`src/rtl/q_update_unit_pkg.sv`:
```
// Shared Q8.8 format constants, FSM state encoding and default tuning for the Q-update datapath.
package q_update_unit_pkg;

    localparam int          DATA_W          = 16;
    localparam int          FRAC_W          = 8;
    localparam logic [15:0] Q_MAX_POS       = 16'h7FFF;
    localparam logic [15:0] Q_MIN_NEG       = 16'h8000;
    localparam logic [7:0]  DEF_GAMMA       = 8'd128;
    localparam int          DEF_ALPHA_SHIFT = 2;

    typedef enum logic [1:0] {
        ST_IDLE = 2'd0,
        ST_MUL  = 2'd1,
        ST_ACC  = 2'd2,
        ST_OUT  = 2'd3
    } state_t;

endpackage

```
`src/rtl/q_sat_trunc.sv`:
```
// Narrows the 18-bit signed Bellman sum to Q8.8; combinational, no latency, no handshake.
// Q_UPDATE_SAT_EN selects clamping to [0x8000, 0x7FFF]; otherwise two's-complement wrap.
module q_sat_trunc
    import q_update_unit_pkg::*;
(
    input  logic signed [DATA_W+1:0] i_val,
    output logic        [DATA_W-1:0] o_val
);

`ifdef Q_UPDATE_SAT_EN
    localparam logic signed [DATA_W+1:0] LIM_HI = {2'b00, Q_MAX_POS};
    localparam logic signed [DATA_W+1:0] LIM_LO = {2'b11, Q_MIN_NEG};

    always_comb begin
        o_val = i_val[DATA_W-1:0];
        if (i_val > LIM_HI) begin
            o_val = Q_MAX_POS;
        end else if (i_val < LIM_LO) begin
            o_val = Q_MIN_NEG;
        end
    end
`else
    logic [1:0] w_unused_hi;

    assign o_val       = i_val[DATA_W-1:0];
    assign w_unused_hi = i_val[DATA_W+1:DATA_W];
`endif

endmodule

```
`src/rtl/q_update_unit.sv`:
```
// Bellman Q update, one (state, action) per transaction: Q_new = Q_old + alpha*(R + gamma*Q_max - Q_old).
// 4-state FSM; out_valid 3 cycles after accept, in_ready low until the result handshake.
// Result held stable under out_ready backpressure; Q_UPDATE_SAT_EN enables result saturation.
module q_update_unit
    import q_update_unit_pkg::*;
#(
    parameter int         DATA_W      = 16,
    parameter int         ADDR_W      = 8,
    parameter logic [7:0] GAMMA       = DEF_GAMMA,
    parameter int         ALPHA_SHIFT = DEF_ALPHA_SHIFT
) (
    input  logic              clk,
    input  logic              rst_n,
    input  logic              in_valid,
    output logic              in_ready,
    input  logic [ADDR_W-1:0] in_addr,
    input  logic [DATA_W-1:0] q_old,
    input  logic [DATA_W-1:0] q_max,
    input  logic [DATA_W-1:0] reward,
    output logic              out_valid,
    input  logic              out_ready,
    output logic [ADDR_W-1:0] out_addr,
    output logic [DATA_W-1:0] q_new,
    output logic [15:0]       upd_count
);

    localparam int ACC_W  = DATA_W + 2;
    localparam int PROD_W = DATA_W + FRAC_W;

    state_t              r_state;
    logic                r_in_ready;
    logic                r_out_valid;
    logic [ADDR_W-1:0]   r_addr;
    logic [DATA_W-1:0]   r_q_old;
    logic [DATA_W-1:0]   r_q_max;
    logic [DATA_W-1:0]   r_reward;
    logic [DATA_W-1:0]   r_prod;
    logic [DATA_W-1:0]   r_q_new;
    logic [15:0]         r_upd_count;

    logic signed [PROD_W-1:0] w_prod_full;
    logic        [FRAC_W-1:0] w_unused_prod_lsb;
    logic signed [ACC_W-1:0]  w_q_old_ext;
    logic signed [ACC_W-1:0]  w_td;
    logic signed [ACC_W-1:0]  w_sum;
    logic        [DATA_W-1:0] w_q_new;

    // GAMMA is unsigned Q0.8, so it is zero-extended before the signed multiply.
    assign w_prod_full = $signed({{FRAC_W{r_q_max[DATA_W-1]}}, r_q_max})
                       * $signed({{DATA_W{1'b0}}, GAMMA});
    assign w_unused_prod_lsb = w_prod_full[FRAC_W-1:0];

    assign w_q_old_ext = $signed({{2{r_q_old[DATA_W-1]}}, r_q_old});
    assign w_td        = $signed({{2{r_reward[DATA_W-1]}}, r_reward})
                       + $signed({{2{r_prod[DATA_W-1]}}, r_prod})
                       - w_q_old_ext;
    assign w_sum       = w_q_old_ext + (w_td >>> ALPHA_SHIFT);

    q_sat_trunc u_sat_trunc (
        .i_val (w_sum),
        .o_val (w_q_new)
    );

    always_ff @(posedge clk or negedge rst_n) begin
        if (!rst_n) begin
            r_state     <= ST_IDLE;
            r_in_ready  <= 1'b1;
            r_out_valid <= 1'b0;
            r_addr      <= '0;
            r_q_old     <= '0;
            r_q_max     <= '0;
            r_reward    <= '0;
            r_prod      <= '0;
            r_q_new     <= '0;
            r_upd_count <= '0;
        end else begin
            case (r_state)
                ST_IDLE: begin
                    if (in_valid && r_in_ready) begin
                        r_addr     <= in_addr;
                        r_q_old    <= q_old;
                        r_q_max    <= q_max;
                        r_reward   <= reward;
                        r_in_ready <= 1'b0;
                        r_state    <= ST_MUL;
                    end
                end
                ST_MUL: begin
                    r_prod  <= w_prod_full[FRAC_W +: DATA_W];
                    r_state <= ST_ACC;
                end
                ST_ACC: begin
                    r_q_new     <= w_q_new;
                    r_out_valid <= 1'b1;
                    r_state     <= ST_OUT;
                end
                ST_OUT: begin
                    if (out_ready) begin
                        r_out_valid <= 1'b0;
                        r_in_ready  <= 1'b1;
                        r_upd_count <= r_upd_count + 16'd1;
                        r_state     <= ST_IDLE;
                    end
                end
                default: begin
                    r_state     <= ST_IDLE;
                    r_in_ready  <= 1'b1;
                    r_out_valid <= 1'b0;
                end
            endcase
        end
    end

    assign in_ready  = r_in_ready;
    assign out_valid = r_out_valid;
    assign out_addr  = r_addr;
    assign q_new     = r_q_new;
    assign upd_count = r_upd_count;

endmodule

```
`config.mk`:
```
export PLATFORM = sky130hd
export DESIGN_NAME = q_update_unit
export DESIGN_NICKNAME = d
export VERILOG_FILES = /design/src/rtl/q_update_unit_pkg.sv /design/src/rtl/q_sat_trunc.sv /design/src/rtl/q_update_unit.sv
export SDC_FILE = /design/constraint.sdc
export NUM_CORES = 1
export LEC_CHECK = 0
export CAP_MARGIN = 5
export CORE_MARGIN = 1
export CORE_UTILIZATION = 54
export DETAILED_ROUTE_END_ITERATION = 8
export PLACE_DENSITY = 0.8
export SETUP_SLACK_MARGIN = 0.2
export SLEW_MARGIN = 20
export SYNTH_ARGS = -nofsm -noshare
export SYNTH_HDL_FRONTEND = slang
export SYNTH_HIERARCHICAL = 1
export SYNTH_SLANG_ARGS = --single-unit
```
`constraint.sdc`:
```
create_clock -name clk -period 4.7 [get_ports clk]
set_input_delay 0.94 -clock clk [delete_from_list [all_inputs] [get_ports clk]]
set_output_delay 0.94 -clock clk [all_outputs]
set_load 0.01 [all_outputs]
```
---- Word level (Yosys, flattened, before mapping) ----
Cells that the tools add are included.
operators by class
  $add $sub $neg .......................... 4
  $mul .................................... 0
  div/mod/pow operators ................... 0
  order comparisons ....................... 0
  equal/unequal tests ..................... 5
  shift-type cells ........................ 0
  muxes and demuxes ....................... 8
  bitwise logic cells ..................... 0
  reduce and logical (&&, ||, !) cells .... 9
operator list
  operator               count
  $sub 17x16->18         1
  $add 16x15->17         1
  $add 16x1->16 const B  1
  $add 16x16->16         1
  $pmux 2 s4             1
  $reduce_and 2->1       4
  $eq 2x2->1 const B     2
  $mux 2                 2
  $ne 2x2->1 const B     2
  $pmux 1 s2             2
  $reduce_bool 2->1      2
  $mux 1                 3
  $reduce_and 3->1       1
  $eq 2x1->1 const B     1
  $logic_not 2->1        1
  $logic_and 1x1->1      1
word-level totals
  bits in registers ....................... 107
  latch bits .............................. 0
  RAM bits ................................ 0
  memory bits (read-only) ................. 0
  input port bits ......................... 60
  output and inout port bits .............. 42
  word-level logic and storage cells ...... 36
  memories ................................ 0

---- Longest topological paths before layout ----
Gate-level depths: netlist of the first run.
  word-level depth ........................ 3
  depth in mapped cells ................... 20
  depth with buffers taken out ............ 18

---- Cells and area by module ----
Netlist of the first run, hierarchy kept.
modules (own cells, without submodules)
  module         times used  cells each  area an instance (sq um)  sequential area each (sq um)
  q_update_unit  1           592         6227.2                    2653.8
  q_sat_trunc    1           16          120.1                     0.0

---- Worst setup path before layout of the first run ----
OpenSTA, ideal clock, no wires.
  path kind ............................... reg2reg
  start point ............................. register r_q_old[1]
  end point ............................... register r_q_new[15], in the netlist q_new[15]
  library setup time ...................... 0.125 ns
  arrival ................................. 3.841 ns
  required time ........................... 4.575 ns
  setup slack ............................. 0.735 ns
  cell stages (with the launch flop) ...... 19
  cells stage by stage .................... dfrtp_1 fa_1 inv_1 ha_1 and3b_1 o21a_4 o2111ai_4 a2111oi_4 a21oi_1 xnor2_1 ha_1 a21o_1 a21o_1 a211oi_1 mux2i_1 o311ai_0 nor2_1 buf_4 mux2_2
on the way
  cells in the longest elaborated chain, start to end .. 2
RTL lines
  element                 line                 text
  from (decl)             q_update_unit.sv:34  logic [DATA_W-1:0] r_q_old;
  from (signal assigned)  q_update_unit.sv:81  r_q_old <= q_old;
  $sub 17x16->18          q_update_unit.sv:56  - w_q_old_ext;
  $add 16x16->16 (*)      q_update_unit.sv:57  assign w_sum = w_q_old_ext + (w_td >>> ALPHA_SHIFT);
  via w_sum[15]           q_update_unit.sv:45  logic signed [ACC_W-1:0] w_sum;
  to (signal assigned)    q_update_unit.sv:93  r_q_new <= w_q_new;
  to (decl)               q_update_unit.sv:38  logic [DATA_W-1:0] r_q_new;
The timed path passes the listed nets; every way through them passes the cells marked *.
A chain may end at the register's enable or synchronous reset.

---- Worst setup path after layout of the first run ----
  start point ............................. register r_q_old[1]
  end point ............................... register r_q_new[14], in the netlist q_new[14]
The elaborated chain is that of the path after synthesis.

==> out/results.tsv, run 1 <==
metric	value	unit
ys_warn_count	6	
reg2reg_depth	17	
critPathKind	flip-flop to flip-flop	
synthToLayoutAreaGrowth	21.02	%
drt-initial-drc-count	280	
start_kind	flip-flop	
ir_drop	183.9	uV
grt_pass1_wl	21000	um
coreArea	11420	um^2
drc	0	
die-area	12110	um^2
via_per_inst	5.375	
initial_core_util	55.20	%
rsz0062_at_grt	false	
layout-drive-gt1-share	14.99	%
cts_setup_buffers	0	
gp_congestion	0.8999	
die_h	110.0	um
dpl-instance-area	7325	um^2
maxCapViolations	0	
hp-class	flip-flop to flip-flop	
wl_per_cell	14.92	um
grt_pass1_vias	4481	
setup_viol	0	
critPathTopFamily	compound AO/OA/AOI/OAI gates	
dr.pass1.iters	5	
layout.cells.non_filler	830	
max_slew_margin	35.93	%
multiInputGateArea	3218	um^2
io_pins	102	
timing.rr.end	q_new[14]	
hold_violations	0	
clockBufferDepth	2	
crit_arrival	4.47	ns
cts-root-buf	clkbuf_16	
hold_slack	0.4687	ns
antennaDiodeCount	0	
hold_buffers	0	
numCtsBuffers	9	
path_max_fanout	6	
end_kind	flip-flop	
fin_util	66.81	%
io_buffers	100	
numPlacedInstances	814	
synthCells	600	
row_count	39	
grt_max_degree	73	
finalCritPeriodShare	90.04	%
final_cell_area	7629	um^2
clk_latency	0.35	ns
path_cells	fa_1, inv_1, ha_1, and3b_1, o21a_4, o211ai_2, a21o_2, nand2_1, xor2_1, ha_1, a21oi_1, o21bai_1, a21oi_1, o21ai_1, o21ai_0, xnor2_1, mux2_2	
ant_nets	0	
regToRegSetupSlack	0.47	ns
regToRegStartpoint	r_q_old[1]	
synth.avg_cell_area	10.51	um^2
gr-usage-all-layers	22.63	%
vias	4461	
syn-num-nets	716	
timing.fmax	236.3	MHz
nets	798	
crit_required	4.94	ns
powerDensity	222.6	nW/um^2
clock-sinks	106	
dp_hpwl	9396	um
max_stage_delay	0.55	ns
worstHoldEndpoint	upd_count[15]	
h-tree-depth	3	
syn-cell-area	6304	um^2
cts_tree	done	
status	finished, final reports clean	
hp-start	upd_count[15]	
grt-ovfl-total	0	
die_x	110.0	um
wirelength	12390	um
antenna_found_initial	0	
path_clk_slew	0.07	ns
nFillCells	890	
hold_depth	1	
worst_slew_pin_slew	0.9611	ns
timing.setup.tns	0	ns
critPathSlowestCell	fa_1	
finClkSkew	0.01055	ns
min_period	4.232	ns
maxSlewViolCount	0	
regArea	2654	um^2
cp_num_buf_inv	1	
leakagePower	3.777	nW
report_power, final:
group	internal [mW]	switching [mW]
Combinational	0.0424	0.0251
Clock	0.391	0.328
Sequential	0.912	0
Total	1.35	0.353
how the worst max path moves through the flow:
stage	start	end	depth (start not counted)
2_1_floorplan	r_q_old[1]	q_new[15]	18
3_3_place_gp	r_q_old[1]	q_new[15]	17
3_5_place_dp	r_q_old[1]	q_new[13]	17
4_1_cts	r_q_old[1]	q_new[13]	17
5_1_grt	r_q_old[1]	q_new[13]	17
6_report	r_q_old[1]	q_new[14]	17
routing by layer:
| metal | track usage, % | part of all wire (%) | vias to the layer above |
|---|---|---|---|
| met5 | 0 | 0 | - |
| met4 | 8.190 | 1.8 | 0 |
| met3 | 3.527 | 3.7 | 21 |
| met2 | 36.65 | 48 | 108 |
| met1 | 30.88 | 47 | 2162 |
| li1 | - | - | 2170 |
stage by stage:
step	worst slack (ns)	total power [mW]
6_report	0.4681	1.698
5_1_grt	0.2366	1.751
4_1_cts	0.4381	1.714
3_5_place_dp	0.4729	0.9986
3_3_place_gp	0.5791	0.9968
2_1_floorplan	0.7487	0.9302
repair_timing:
action / CTS / global route
resized for setup: 0 / 6
setup endpoints to repair: 0 / 4
hold endpoints to repair: 0 / 0
state kept, by name, summed over array words and instances, names as in the netlist:
| signal | cells |
|---|---|
| q_new | 16 |
| r_reward | 16 |
| in_ready | 1 |
| out_addr | 8 |
| r_q_max | 15 |
| upd_count | 16 |
| r_state | 2 |
| out_valid | 1 |
| r_q_old | 16 |
| r_prod | 15 |
cells in the final DEF, fill, tap and decap left out, drive strengths merged, types with 6 or more instances in the layout:
| cell type | count |
|---|---|
| ha | 40 |
| xor2 | 10 |
| clkbuf | 13 |
| nor3 | 6 |
| mux2 | 72 |
| nand2 | 46 |
| a21o | 6 |
| nor2 | 28 |
| o21ai | 39 |
| xnor2 | 26 |
| dfrtp | 105 |
| fa | 16 |
| a21oi | 28 |
| clkdlybuf4s50 | 99 |
| o21a | 6 |
| nand3 | 15 |
| inv | 76 |
area by class of cell:
class	instances	share of cell area [%]
Multi-Input combinational cell	388	42.18
Sequential cell	106	34.79
Timing Repair Buffer	102	13.29
Inverter	75	3.690
Clock buffer	13	3.412
Tap cell	143	2.345
Clock inverter	3	0.2952
Note: power is estimated with default switching activity, not from simulation.
==> run 2: changes to the inputs <==
--- a/config.mk
+++ b/config.mk
@@ -7,9 +7,10 @@
 export LEC_CHECK = 0
 export CAP_MARGIN = 5
 export CORE_MARGIN = 1
-export CORE_UTILIZATION = 54
+export CORE_UTILIZATION = 51
 export DETAILED_ROUTE_END_ITERATION = 8
-export PLACE_DENSITY = 0.8
+export GPL_TIMING_DRIVEN = 0
+export PLACE_DENSITY = 0.77
 export SETUP_SLACK_MARGIN = 0.2
 export SLEW_MARGIN = 20
 export SYNTH_ARGS = -nofsm -noshare
==> run 2 against run 1 <==
  * Wire length up 7.7%
  * Critical path depth grew 1
  * First-iteration DRC count fell by 17%
  * Sequential share of layout area shrank 0.92 points
  * Final cell count rose by 4.1%
  * Sequential cell count stayed put
  * Setup slack got worse by 0.081 ns
  * Sequential power about the same
  * Register-to-register slack got worse by 0.08 ns
  * Combinational power increased by 4.6%
==> out/results.tsv, run 2 (synthesis gave the netlist of run 1 again) <==
metric	value	unit
start_kind	flip-flop	
layout_common_cells	105 x dfrtp_1, 99 x clkdlybuf4s50_1, 75 x inv_1	
path_max_fanout	6	
min_period	4.313	ns
final_cell_area	7836	um^2
path_clk_slew	0.07	ns
clockBufferDepth	2	
finalPower	1.699	mW
gr-usage-all-layers	22.15	%
antenna_found_initial	0	
grt_pass1_vias	4657	
setup_viol	0	
clock-sinks	106	
layout-drive-gt1-share	16.74	%
die_h	113.2	um
drc	0	
crit_arrival	4.55	ns
dp_hpwl	10170	um
maxCapViolations	0	
grt_max_degree	58	
gp_congestion	0.8573	
dr.pass1.iters	5	
leakagePower	3.877	nW
nFillCells	935	
place_ws	0.3179	ns
postLayoutSetupSlackWorst	0.3872	ns
critPathKind	flip-flop to flip-flop	
clk_latency	0.36	ns
via_per_inst	5.405	
cp-endpoint	q_new[15]	
die-area	12810	um^2
finClkSkew	0.006440	ns
hold_violations	0	
cts_setup_buffers	0	
maxSlewViolCount	0	
powerDensity	216.8	nW/um^2
nets	828	
regToRegStartpoint	r_q_old[9]	
crit_start	r_q_old[9]	
synthToLayoutAreaGrowth	24.32	%
hold_slack	0.4855	ns
hp-class	flip-flop to flip-flop	
rsz0062_at_grt	true	
end_kind	flip-flop	
wirelength	13340	um
ir_drop	163.9	uV
h-tree-depth	3	
status	finished, final reports clean	
numCtsBuffers	9	
drt-initial-drc-count	233	
crit_required	4.94	ns
io_buffers	100	
vias	4670	
timing.fmax	231.9	MHz
reg2reg_depth	18	
dpl-instance-area	7517	um^2
initial_core_util	52.48	%
grt_pass1_wl	22150	um
finalCritPeriodShare	91.76	%
timing.rr.end	q_new[15]	
antennaDiodeCount	0	
max_slew_margin	54.45	%
layout.cells.non_filler	864	
regToRegSetupSlack	0.39	ns
die_x	113.2	um
io_pins	102	
final_common_cell	dfrtp_1	
coreArea	12010	um^2
worst_slew_pin_slew	0.6832	ns
hold_buffers	0	
wl_per_cell	15.44	um
cts_tree	done	
numPlacedInstances	848	
row_count	40	
cts-root-buf	clkbuf_16	
grt-ovfl-total	0	
ant_nets	0	
==> run 2: changes by cell type in the layout (fill, tap and decap cells not counted), moves of 2 or more <==
cell,change
clkbuf_8,-2
clkbuf_1,+14
buf_4,+13
clkinvlp_4,+2
==> run 2: routing by layer <==
| layer | track usage (%) | share of wire, % | up-vias |
|---|---|---|---|
| met3 | 4.285 | 4.1 | 25 |
| met2 | 36.48 | 49 | 136 |
| met5 | 0 | 0 | - |
| li1 | - | - | 2238 |
| met1 | 29.16 | 45 | 2271 |
| met4 | 8.070 | 1.9 | 0 |
==> run 2: where the power goes <==
| part | total (mW) | internal, mW | leakage, nW | switching, mW |
|---|---|---|---|---|
| Clock | 0.717 | 0.366 | 0.131 | 0.351 |
| Sequential | 0.911 | 0.911 | 1.47 | 0 |
| Combinational | 0.0706 | 0.0446 | 2.27 | 0.0259 |
| Total | 1.70 | 1.32 | 3.88 | 0.377 |
==> run 2: layout make-up <==
| cell class | count | area [um^2] | area share [%] |
|---|---|---|---|
| buffer | 31 | 176.4 | 2.251 |
| clock buffer | 10 | 229.0 | 2.922 |
| clock inverter | 6 | 48.80 | 0.6227 |
| inverter | 75 | 281.5 | 3.593 |
| multi-input combinational | 388 | 3233 | 41.26 |
| sequential | 106 | 2654 | 33.87 |
| tap | 147 | 183.9 | 2.347 |
| timing repair buffer | 101 | 1030 | 13.14 |
==> run 2: repair_timing <==
item	in CTS	in global routing
endpoints found under the hold margin	0	0
resized for setup	0	9
setup endpoints to repair	0	7
==> run 2: worst min-delay path by stage <==
stage | depth (start not counted) | startpoint | end
after floorplan | 2 | r_q_max[1] | r_prod[0]
after global placement | 1 | upd_count[15] | upd_count[15]
after detailed placement | 2 | r_q_max[3] | r_prod[2]
after CTS | 2 | r_q_max[7] | r_prod[6]
after global routing | 1 | r_reward[14] | r_reward[14]
final | 1 | upd_count[15] | upd_count[15]
==> run 2: worst max-delay path, cell delays in order, from the launching register on <==
cell	delay, ns
dfrtp_1	0.46
fa_1	0.55
inv_1	0.04
ha_1	0.37
nand2_1	0.12
nor2_1	0.20
nand3_1	0.16
a21o_2	0.26
a41oi_1	0.23
o211ai_1	0.13
ha_1	0.37
a21oi_2	0.25
o21ai_0	0.14
a21oi_1	0.23
mux2i_1	0.11
o311ai_0	0.12
nor2_1	0.08
buf_4	0.14
mux2_2	0.25
==> run 2: stage by stage <==
| stage | util (%) | setup TNS [ns] |
|---|---|---|
| 3_5_place_dp | 62.58 | 0 |
| 6_report | 65.24 | 0 |
| 4_1_cts | 64.90 | 0 |
| 3_3_place_gp | 62.34 | -128.08 |
| 5_1_grt | 65.24 | 0 |
| 2_1_floorplan | - | 0 |
